**src/rtl/output_lock_arbiter.sv**
```systemverilog
`default_nettype none
// ============================================================================
// Module      : output_lock_arbiter
// Description : Per-output round-robin arbiter with packet locking and credit
//               flow control. Define OUTPUT_LOCK_CREDIT_CHECK_EN to enable the
//               sticky credit-overflow flag.
// Revision    : 1.0 - initial release
// ============================================================================

`ifndef N
`define N 4
`endif
`ifndef M
`define M 4
`endif

module output_lock_arbiter #(
    parameter int N       = `N,
    parameter int M       = `M,
    parameter int CREDITS = 4,
    localparam int CW     = $clog2(CREDITS + 1)
) (
    input  logic                    clk,
    input  logic                    reset,
    input  logic                    ce,
    input  logic [0:N-1]            i_valid,
    input  logic [0:N-1]            i_tail,
    input  logic [0:N-1][0:M-1]     i_output_req,
    input  logic [0:M-1]            i_credit_return,
    output logic [0:M-1][0:N-1]     o_output_grant,
    output logic [0:N-1]            o_input_grant,
    output logic [0:M-1]            o_locked,
    output logic [0:M-1][CW-1:0]    o_credit_count,
    output logic [0:M-1]            o_credit_err
);

    localparam int         IW          = (N > 1) ? $clog2(N) : 1;
    localparam logic [0:0] c_ST_IDLE   = 1'b0;
    localparam logic [0:0] c_ST_LOCKED = 1'b1;

    // Rows requesting more than one output are not valid requests.
    logic [0:N-1] w_req_ok;

    always_comb begin
        w_req_ok = '0;
        for (int n = 0; n < N; n++) begin
            w_req_ok[n] = i_valid[n] && $onehot(i_output_req[n]);
        end
    end

    for (genvar m = 0; m < M; m++) begin : g_out
        logic [0:0]    r_state;
        logic [0:0]    w_state_nxt;
        logic [IW-1:0] r_owner;
        logic [IW-1:0] w_owner_nxt;
        logic [IW-1:0] r_ptr;
        logic [IW-1:0] w_ptr_nxt;
        logic [CW-1:0] r_credit;
        logic [CW-1:0] w_credit_nxt;
        logic [IW-1:0] w_sel;
        logic [0:N-1]  w_req;
        logic [0:N-1]  w_gnt;
        logic          w_found;
        logic          w_any;

        always_comb begin
            w_req        = '0;
            w_gnt        = '0;
            w_sel        = '0;
            w_found      = 1'b0;
            w_any        = 1'b0;
            w_state_nxt  = r_state;
            w_owner_nxt  = r_owner;
            w_ptr_nxt    = r_ptr;
            w_credit_nxt = r_credit;

            for (int n = 0; n < N; n++) begin
                w_req[n] = w_req_ok[n] && i_output_req[n][m];
            end

            if (r_state == c_ST_LOCKED) begin
                w_sel   = r_owner;
                w_found = w_req[r_owner];
            end else begin
                for (int off = 0; off < N; off++) begin
                    if (!w_found && w_req[IW'((int'(r_ptr) + off) % N)]) begin
                        w_found = 1'b1;
                        w_sel   = IW'((int'(r_ptr) + off) % N);
                    end
                end
            end

            w_any = ce && (r_credit != '0) && w_found;
            if (w_any) begin
                w_gnt[w_sel] = 1'b1;
            end

            if (ce) begin
                if (w_any) begin
                    if (r_state == c_ST_LOCKED) begin
                        if (i_tail[w_sel]) begin
                            w_state_nxt = c_ST_IDLE;
                        end
                    end else begin
                        if (!i_tail[w_sel]) begin
                            w_state_nxt = c_ST_LOCKED;
                            w_owner_nxt = w_sel;
                        end
                        w_ptr_nxt = (w_sel == IW'(N - 1)) ? '0 : w_sel + 1'b1;
                    end
                end
                // Simultaneous grant and return cancel out.
                if (w_any && !i_credit_return[m]) begin
                    w_credit_nxt = r_credit - 1'b1;
                end else if (!w_any && i_credit_return[m] && (r_credit != CW'(CREDITS))) begin
                    w_credit_nxt = r_credit + 1'b1;
                end
            end
        end

        always_ff @(posedge clk) begin
            if (reset) begin
                r_state  <= c_ST_IDLE;
                r_owner  <= '0;
                r_ptr    <= '0;
                r_credit <= CW'(CREDITS);
            end else begin
                r_state  <= w_state_nxt;
                r_owner  <= w_owner_nxt;
                r_ptr    <= w_ptr_nxt;
                r_credit <= w_credit_nxt;
            end
        end

        assign o_output_grant[m] = w_gnt;
        assign o_locked[m]       = (r_state == c_ST_LOCKED);
        assign o_credit_count[m] = r_credit;

`ifdef OUTPUT_LOCK_CREDIT_CHECK_EN
        logic r_err;

        always_ff @(posedge clk) begin
            if (reset) begin
                r_err <= 1'b0;
            end else if (ce && i_credit_return[m] && !w_any && (r_credit == CW'(CREDITS))) begin
                r_err <= 1'b1;
            end
        end

        assign o_credit_err[m] = r_err;
`else
        assign o_credit_err[m] = 1'b0;
`endif
    end

    always_comb begin
        o_input_grant = '0;
        for (int mm = 0; mm < M; mm++) begin
            o_input_grant = o_input_grant | o_output_grant[mm];
        end
    end

endmodule

`default_nettype wire

```
**config.mk**
```make
export PLATFORM = sky130hd
export DESIGN_NAME = output_lock_arbiter
export DESIGN_NICKNAME = d
export VERILOG_FILES = /design/src/rtl/output_lock_arbiter.sv
export SDC_FILE = /design/constraint.sdc
export NUM_CORES = 1
export LEC_CHECK = 0
export CORE_MARGIN = 3
export CORE_UTILIZATION = 43
export CTS_BUF_LIST = sky130_fd_sc_hd__clkbuf_8
export DETAILED_ROUTE_END_ITERATION = 7
export DONT_BUFFER_PORTS = 1
export RECOVER_POWER = 100
export SLEW_MARGIN = 25
export SYNTH_ARGS = -nofsm -noshare
export SYNTH_HDL_FRONTEND = slang
export SYNTH_SLANG_ARGS = --single-unit
export TNS_END_PERCENT = 1
```
**constraint.sdc**
```tcl
create_clock -name clk -period 5.2 [get_ports clk]
set_input_delay 1.04 -clock clk [delete_from_list [all_inputs] [get_ports clk]]
set_output_delay 1.04 -clock clk [all_outputs]
set_load 0.005 [all_outputs]
```
# [Word-level counts from Yosys, hierarchy flattened]
# Index checks and enable logic that the tools add are counted.
[totals] reg_bits=32 inputBits=31 out_inout_bits=40 wordCells=379
[op_classes] addsub=36 order_cmp=28 eq_ne=12 n_mux=152 n_bitwise=35 reduce_logical=100
[op_table] cell="2-to-1 mux 1 bit" count=88
[op_table] cell="logical AND 1 bit" count=56
[op_table] cell="binary-select mux 1 bit (select 2 bit)" count=24
[op_table] cell="greater-or-equal comparator 2 x 3 -> 1 bit (second input constant)" count=16
[op_table] cell="2-to-1 mux 2 bit" count=24
[op_table] cell="NOT 2 bit" count=16
[op_table] cell="greater-or-equal comparator 3 bit (second input constant)" count=8
[op_table] cell="2-to-1 mux 3 bit" count=8
[op_table] cell="NOT 2 -> 3 bit" count=8
[op_table] cell="logical NOT 1 bit" count=20
[op_table] cell="adder 1 x 1 -> 2 bit" count=8
[op_table] cell="adder 2 x 1 -> 2 bit (second input constant)" count=8
[op_table] cell="adder 2 bit (second input constant)" count=8
[op_table] cell="2-to-1 mux 4 bit" count=4
[op_table] cell="AND reduction 2 bit" count=8
[op_table] cell="AND reduction 4 bit" count=4
[op_table] cell="adder 2 x 2 -> 3 bit" count=4
[op_table] cell="adder 3 x 1 -> 3 bit (second input constant)" count=4
[op_table] cell="equality test 3 x 1 -> 1 bit (second input constant)" count=4
[op_table] cell="less-than comparator 3 x 1 -> 1 bit (second input constant)" count=4
[op_table] cell="!= test 3 bit (second input constant)" count=4
[op_table] cell="OR 4 bit" count=3
[op_table] cell="AND reduction 3 bit" count=4
[op_table] cell="nonzero test 3 bit" count=4
[op_table] cell="other kinds (5)" count=24

# [Logic depth before layout (Yosys ltp)]
# Gate-level depths: netlist of the first run.
[depth] word_depth=31 mapped_depth=18 ltp_nobuf=16

# [Worst setup path after synthesis of the first run]
# Ideal clock, no wire load.
[synth_timing] path_type="input -> output" from="in i_output_req[12] (netlist name)" to="out o_input_grant[3] (netlist name)" arrival_ns=4.258 required_ns=4.160 slack_ns=-0.098 path_stages=15 path_buffers=1 cell_sequence="inv_1 > fa_1 > inv_1 > ha_1 > ha_1 > nand4bb_1 > buf_2 > o211ai_1 > a221oi_1 > o311a_1 > nor2_1 > inv_1 > ha_1 > and2_1 > or4_1"
[synth_lines] item="start, declared" line="28" text="input logic [0:N-1][0:M-1] i_output_req,"
[synth_lines] item="end, declared" line="31" text="output logic [0:N-1] o_input_grant,"

# [Worst setup path after layout of the first run]
[layout_timing] from="in i_output_req[11] (netlist name)" to="out o_input_grant[1] (netlist name)"
[layout_via] elab_chain_cells=31 word_cells_on_any_way=179 cone_classes="2 x add/sub; 8 x order compare; 1 x eq/ne; 124 x mux; 7 x bitwise; 37 x reduce/logical"
[layout_lines] item="adder 1 x 1 -> 2 bit (implied by the code)" line="47" text="w_req_ok[n] = i_valid[n] && $onehot(i_output_req[n]);"
[layout_lines] item="adder 2 x 2 -> 3 bit (implied by the code)" line="47"
[layout_lines] item="equality test 3 x 1 -> 1 bit" line="47"
[layout_lines] item="logical AND 1 bit" line="47"
[layout_lines] item="logical AND 1 bit" line="78" text="w_req[n] = w_req_ok[n] && i_output_req[n][m];"
[layout_lines] item="binary-select mux 1 bit (select 2 bit)" line="86" text="if (!w_found && w_req[IW'((int'(r_ptr) + off) % N)]) begin"
[layout_lines] item="2-to-1 mux 1 bit (implied by the code) (2 in a row)" line="86"
[layout_lines] item="2-to-1 mux 1 bit" line="86"
[layout_lines] item="(+13 left out)"
[layout_lines] item="NOT 2 -> 3 bit (implied by the code)" line="95" text="w_gnt[w_sel] = 1'b1;"
[layout_lines] item="greater-or-equal comparator 3 bit (implied by the code) or less-than comparator 3 x 1 -> 1 bit (tied branches)" line="95"
[layout_lines] item="logical AND 1 bit (implied by the code)" line="95"
[layout_lines] item="2-to-1 mux 1 bit (implied by the code)" line="95"
[layout_lines] item="demux 1 bit (select 2 bit)" line="95"
[layout_lines] item="2-to-1 mux 4 bit" line="94" text="if (w_any) begin"
[layout_lines] item="OR 4 bit (2 in a row)" line="159" text="o_input_grant = o_input_grant | o_output_grant[mm];"
[layout_lines] item="OR 4 bit *" line="159"
# Every way passes the cells marked *; elsewhere a longest branch is shown, timed or not. The select of a mux whose other input is x is not followed.

==> results.ini, run 1 <==
[job]
cap_violations = 0

[clock_network]
cts.sinks = 32
cts_tree = done
htreeDepth = 2
clk_pin_slew_ps = 60
ctsLongestPathBuffers = 2
ctsHoldBuffers = 0
ctsRootBufferMaster = clkbuf_8
cts_made_buffers = 5
clock_latency_ps = 280

[finish]
nNetsFinal = 574
final_cell_mix = 83 x buf_4, 37 x inv_1, 37 x nand2_1
stdcell_count = 611
n_fill_cell = 709
final_common_cell = buf_4
drive_gt1_frac = 0.369
area_delta_synth_final_pct = 33.3
diodes = 0

[route]
via_per_inst = 5.84
drc_errors = 0
num_vias = 3567
drtIter0Drc = 144
wirelength_um = 10700
first_pass_iters = 5
wl_per_cell_um = 17.5
antenna_left = 0

[timing]
setup_ws_ps = -27.4
worst_pin_slew_ps = 736
timing.hold.ws_ps = 487
final_max_slew_viol_count = 0
max_freq_mhz = 191
setup_viol = 1
layout_min_cycle_time_ps = 5230
max_slew_margin = 0.505
skew_ps = 7.14
hold_viol_final = 0
timing.final.crit_share = 1.01
rsz0062_at_grt = true

[yosys]
syn_area_um2 = 3540
netlist-cell-type-count = 78
synthArstFlopShare = 0
yosys_warnings = 0
ys.flop_type = dfxtp_1
yosysSeqAreaShare = 0.181
syn_area_per_cell_um2 = 8.20
syn_inst = 431
synth-seq-cells = 32
synth-edff-count = 0

[run_status]
failed_checks = setup timing
outcome = finished with violations

[floorplanning]
die_x_um = 96.7
start_util = 0.451
rows = 32
core_area_um2 = 7850
pin_count = 71
die_y_um = 96.7
die-area_um2 = 9350

[worst_setup_path]
reg2reg_depth = 10
cp_max_fo = 7
critPathLaunch = i_output_req[11]
r2r-end = g_out[3].r_credit[2]
rrSetupSlack_ps = 2470
critPathCapture = o_input_grant[1]
critical_path_arrival_ps = 4190
critPathCaptureType = output port
cp-start-kind = input port
path_class = in2out
required_ps = 4160
reg2reg_from = g_out[3].r_owner[1]

[global_route]
grt_max_degree = 28
track_usage = 0.223
antenna_found_initial = 0
grt-ovfl-total = 0
grt_pass1_vias = 3497
grt_pass1_wl_um = 17300

[min_path]
min_path_type = reg2reg

[placement]
portBuffers = 0
place_congestion = 0.867
dp_hpwl_um = 8250
dp_cells = 590

[pwr]
pwr_density_cell_nw_per_um2 = 200
leakage_nw = 1.87
vdd_drop_max_v = 0.000125
finalPower_uw = 944

[power by group]
part	total [mW]	switching [mW]	leakage [nW]	internal (mW)
clock	0.172	0.0856	0.0359	0.0862
sequential	0.301	0.0374	0.259	0.264
combinational	0.470	0.228	1.57	0.243
total	0.944	0.351	1.87	0.593
[critical path, stage by stage]
cell and delay (ps):
inv_1 30, fa_1 540, inv_2 50, ha_4 150, ha_4 200, and4bb_4 400, buf_6 150, o211ai_1 120
a221oi_2 270, o311a_1 250, nor2_2 60, buf_4 140, ha_1 170, and2_4 140, or4_4 480
[state kept, by name (all words and copies together) (netlist names)]
name,count
g_out.r_credit,12
g_out.r_owner,8
g_out.r_ptr,8
g_out.r_state,4
[layout make-up]
cell class                 instances  area [um2]  share of cell area
timing repair buffer              92         717               0.152
multi-input combinational        332        2970               0.630
clock buffer                       5        68.8              0.0146
inverter                          48         188              0.0398
tap                              102         128              0.0271
sequential                        32         641               0.136
[repair_timing]
item | in CTS | in global routing
cloned | 1 | 0
gates resized for setup | 40 | 52
setup buffers | 12 | 4
endpoints found under the setup margin | 8 | 13
pin swaps | 22 | 39
[Yosys cell counts, types with 4 or more instances]
cell | instances | area (um2)
inv_1 | 46 | 173
nand2_1 | 41 | 154
dfxtp_1 | 32 | 641
nor2_1 | 32 | 120
ha_1 | 28 | 350
and2_1 | 22 | 138
mux2i_1 | 19 | 190
a21oi_1 | 12 | 60.1
buf_4 | 11 | 82.6
xnor2_1 | 10 | 87.6
a211oi_1 | 9 | 67.6
nand3_1 | 9 | 45.0
a31oi_1 | 8 | 50.1
clkbuf_1 | 8 | 30.0
nor3_1 | 6 | 30.0
nand4_1 | 5 | 31.3
o21ai_0 | 5 | 25.0
o21ai_1 | 5 | 25.0
or3_1 | 5 | 31.3
or4_1 | 5 | 37.5
fa_1 | 4 | 80.1
nand2b_1 | 4 | 25.0
nand3b_1 | 4 | 30.0
nor4_1 | 4 | 25.0
o2111ai_1 | 4 | 35.0
o211ai_1 | 4 | 30.0
o31ai_1 | 4 | 30.0
[worst min-delay path by stage]
stage                                    from  cells after the start                   to  slack (ps)
after floorplan           g_out[0].r_owner[1]                      2  g_out[0].r_owner[1]         440
after global placement    g_out[0].r_owner[1]                      2  g_out[0].r_owner[1]         470
after detailed placement  g_out[0].r_owner[1]                      2  g_out[0].r_owner[1]         480
after CTS                 g_out[0].r_owner[1]                      2  g_out[0].r_owner[1]         490
after global routing      g_out[0].r_owner[1]                      2  g_out[0].r_owner[1]         510
final                     g_out[0].r_owner[1]                      2  g_out[0].r_owner[1]         490
[logic make-up after synthesis]
group,synth area share
AND/OR/NAND/NOR,0.233
AO/OA/AOI/OAI,0.256
buffers and inverters,0.0931
adder cells (fa/ha/maj),0.122
flip-flops,0.181
multiplexers,0.0842
XOR/XNOR,0.0297
other,0.00106
[metrics by stage]
stage           util  instance area (um2)  setup TNS, ps  worst slack, ps
2_1_floorplan      -                 3570              0             11.8
3_3_place_gp   0.525                 4120           -731             -191
3_5_place_dp   0.525                 4120           -805             -210
4_1_cts        0.570                 4480           -181            -67.5
5_1_grt        0.600                 4710           -470             -134
6_report       0.600                 4710          -27.4            -27.4
[per-layer routing]
layer,track usage,part of all wire,vias to the layer above
met5,0,0,-
met2,0.406,0.52,95
met3,0.0433,0.050,18
met1,0.268,0.42,1727
met4,0.0529,0.012,0
li1,-,-,1727
(Power assumes the default switching activity.)
==> run 2, diff against run 1 <==
--- a/config.mk
+++ b/config.mk
@@ -5,12 +5,12 @@
 export SDC_FILE = /design/constraint.sdc
 export NUM_CORES = 1
 export LEC_CHECK = 0
+export ABC_AREA = 1
 export CORE_MARGIN = 3
 export CORE_UTILIZATION = 43
 export CTS_BUF_LIST = sky130_fd_sc_hd__clkbuf_8
 export DETAILED_ROUTE_END_ITERATION = 7
 export DONT_BUFFER_PORTS = 1
-export RECOVER_POWER = 100
 export SLEW_MARGIN = 25
 export SYNTH_ARGS = -nofsm -noshare
 export SYNTH_HDL_FRONTEND = slang
==> run 2 against run 1 <==
Compared with the run above:
- the flow now finishes without violations
- wire length is 8.1% higher
- combinational power grew to 3.7 times the previous value
- design area is 5.9% lower
- sequential share of layout area is 0.86 points higher
- clock skew is 0.55 ps lower
- largest cell class unchanged
- highest routed layer unchanged
==> results.ini, run 2 <==
[clock_network]
clock_latency_ps = 290  ; was 280 ps
htreeDepth = 2  ; unchanged
ctsLongestPathBuffers = 2  ; unchanged
clk_pin_slew_ps = 70  ; was 60 ps
cts_made_buffers = 5  ; unchanged
ctsRootBufferMaster = clkbuf_8  ; unchanged
cts_tree = done  ; unchanged
cts.sinks = 32  ; unchanged

[worst_setup_path]
cp_max_fo = 5  ; was 7
critPathLaunch = i_output_req[0]  ; was i_output_req[11]
cp-start-kind = input port  ; unchanged
critPathCaptureType = output port  ; unchanged
critical_path_arrival_ps = 3980  ; was 4190 ps
required_ps = 4160  ; about the same
r2r-end = g_out[2].r_credit[2]  ; was g_out[3].r_credit[2]
rrSetupSlack_ps = 2330  ; was 2470 ps
path_class = in2out  ; unchanged
reg2reg_depth = 14  ; was 10
reg2reg_from = g_out[2].r_ptr[0]  ; was g_out[3].r_owner[1]

[placement]
portBuffers = 0  ; unchanged
dp_cells = 772  ; was 590
dp_hpwl_um = 9150  ; was 8250 um
place_congestion = 0.873  ; was 0.867
place_ws_ps = 43.4  ; was -210 ps

[min_path]
min_path_cells = 2  ; unchanged
hold_end = g_out[2].r_credit[2]  ; was g_out[0].r_owner[1]
min_from = g_out[2].r_credit[2]  ; was g_out[0].r_owner[1]
min_path_type = reg2reg  ; unchanged

[pwr]
vdd_drop_max_v = 0.000231  ; was 0.000125 V
leakage_nw = 2.36  ; was 1.87 nW
pwr_density_cell_nw_per_um2 = 540  ; was 200 nW/um2

[route]
via_per_inst = 5.32  ; was 5.84
wl_per_cell_um = 14.6  ; was 17.5 um
first_pass_iters = 5  ; unchanged
drtIter0Drc = 283  ; was 144
antenna_left = 0  ; unchanged
drc_errors = 0  ; unchanged
num_vias = 4216  ; was 3567
wirelength_um = 11600  ; was 10700 um

[job]
cap_violations = 0  ; unchanged

[finish]
diodes = 0  ; unchanged
area_delta_synth_final_pct = 8.68  ; was 33.3%
reg.largest.list = g_out.r_credit x12, g_out.r_owner x8, g_out.r_ptr x8  ; unchanged
nNetsFinal = 728  ; was 574
final_cell_mix = 165 x nand2_1, 85 x nand3_1, 82 x inv_1  ; was 83 x buf_4, 37 x inv_1, 37 x nand2_1
largest_reg_flops = 12  ; unchanged
stdcell_count = 792  ; was 611
top_register = g_out.r_credit  ; unchanged
drive_gt1_frac = 0.198  ; was 0.369
final_common_cell = nand2_1  ; was buf_4
final_util = 0.494  ; was 0.600

[timing]
timing.final.crit_share = 0.965  ; was 1.01
worst_pin_slew_ps = 741  ; was 736 ps
setup_viol = 0  ; was 1
max_freq_mhz = 199  ; was 191 MHz
setup_ws_ps = 181  ; was -27.4 ps
rsz0062_at_grt = true  ; unchanged
layout_min_cycle_time_ps = 5020  ; was 5230 ps
skew_ps = 6.59  ; was 7.14 ps
max_slew_margin = 0.505  ; about the same
hold_viol_final = 0  ; unchanged
final_max_slew_viol_count = 0  ; unchanged

[yosys]
yosysTopAreaCellShare = 0.157  ; was 0.181
yosys_warnings = 0  ; unchanged
synth_area_leaders = nand2_1 16%, dfxtp_1 16%, nand3_1 11%  ; was dfxtp_1 18%, ha_1 9.9%, mux2i_1 5.4%
syn_area_per_cell_um2 = 6.22  ; was 8.20 um2
synth-seq-cells = 32  ; unchanged
yosysSeqAreaShare = 0.157  ; was 0.181
syn_area_um2 = 4080  ; was 3540 um2
ys.flop_type = dfxtp_1  ; unchanged
netlist-cell-type-count = 43  ; was 78
synthArstFlopShare = 0  ; unchanged
syn_inst = 656  ; was 431
synth_common_cells = 171 x nand2_1, 86 x nand3_1, 84 x inv_1  ; was 46 x inv_1, 41 x nand2_1, 32 x dfxtp_1, 32 x nor2_1, 28 x ha_1
synth-edff-count = 0  ; unchanged
yosysMostFrequentCell = nand2_1  ; was inv_1
synth_top_cell_by_area = nand2_1  ; was dfxtp_1

[floorplanning]
die-area_um2 = 10700  ; was 9350 um2
core_area_um2 = 8980  ; was 7850 um2
start_util = 0.454  ; was 0.451
die_y_um = 103  ; was 96.7 um
rows = 34  ; was 32
pin_count = 71  ; unchanged
die_x_um = 103  ; was 96.7 um

[global_route]
antenna_found_initial = 0  ; unchanged
track_usage = 0.217  ; was 0.223
grt-ovfl-total = 0  ; unchanged
grt_pass1_vias = 3762  ; was 3497
grt_pass1_wl_um = 18600  ; was 17300 um
grt_max_degree = 24  ; was 28

[run_status]
outcome = complete, no violations  ; was finished with violations

run 2: how the worst max path moves through the flow:
stage	depth (start not counted)	slack [ps]	to
final	21	180	o_input_grant[3]
after global routing	20	-9	o_input_grant[0]
after CTS	22	40	o_input_grant[3]
after detailed placement	22	40	o_input_grant[3]
after global placement	22	100	o_input_grant[3]
after floorplan	22	450	o_input_grant[3]
run 2: worst max-delay path, cell delays in order:
cell and delay, ps:
inv_1 30, fa_1 530, inv_1 40, ha_1 170, ha_1 300, nor2_4 120, buf_2 190, nand4_1 160
nand3_1 130, nand2_2 100, nand2_2 100, nand2_2 60, nand2_1 70, nand3_2 130, nand2_4 120, inv_2 60
ha_1 200, inv_1 70, nor2_2 50, nor3_2 200, nand2_2 90
run 2: metrics by stage:
step	total power, mW	instance area (um2)	hold WS, ps	setup TNS (ps)
6_report	2.39	4430	520	0
3_5_place_dp	2.06	4150	511	0
4_1_cts	2.27	4240	523	0
2_1_floorplan	1.75	4090	467	0
3_3_place_gp	2.04	4150	506	0
5_1_grt	2.66	4430	534	-8.53
run 2: where the power goes:
group	switching (mW)	internal, mW
registers	0.130	0.311
logic	1.12	0.627
clock network	0.0955	0.106
total	1.35	1.04
run 2: logic make-up after synthesis:
group,Yosys count,share of synthesized area
and+or+nand+nor,387,0.464
DFF,32,0.157
buffers and inverters,122,0.132
adders and majority gates,32,0.106
xor gates and xnor gates,8,0.0301
AOI/OAI and AO/OA,74,0.111
other,1,0.000920
run 2: cell type report:
| class | count | area, um2 |
|---|---|---|
| clock buffers | 6 | 82.6 |
| inverters | 103 | 392 |
| flip-flops and latches | 32 | 641 |
| clock inverters | 2 | 10.0 |
| multi-input cells | 505 | 2990 |
| repair buffers | 18 | 156 |
| well taps | 126 | 158 |
| fillers | 961 | 4540 |
run 2: timing repair:
| item | 4_1_cts | 5_1_grt |
|---|---|---|
| endpoints found under the setup margin | 0 | 6 |
| gates resized for setup | 0 | 23 |
| hold buffers | 0 | 0 |
| setup buffers | 0 | 11 |
run 2: routing by layer:
metal,track usage,vias up,part of all wire
li1,-,2148,-
met1,0.305,1918,0.46
met2,0.336,140,0.43
met3,0.0543,10,0.088
met4,0.0468,0,0.013
met5,0,-,0
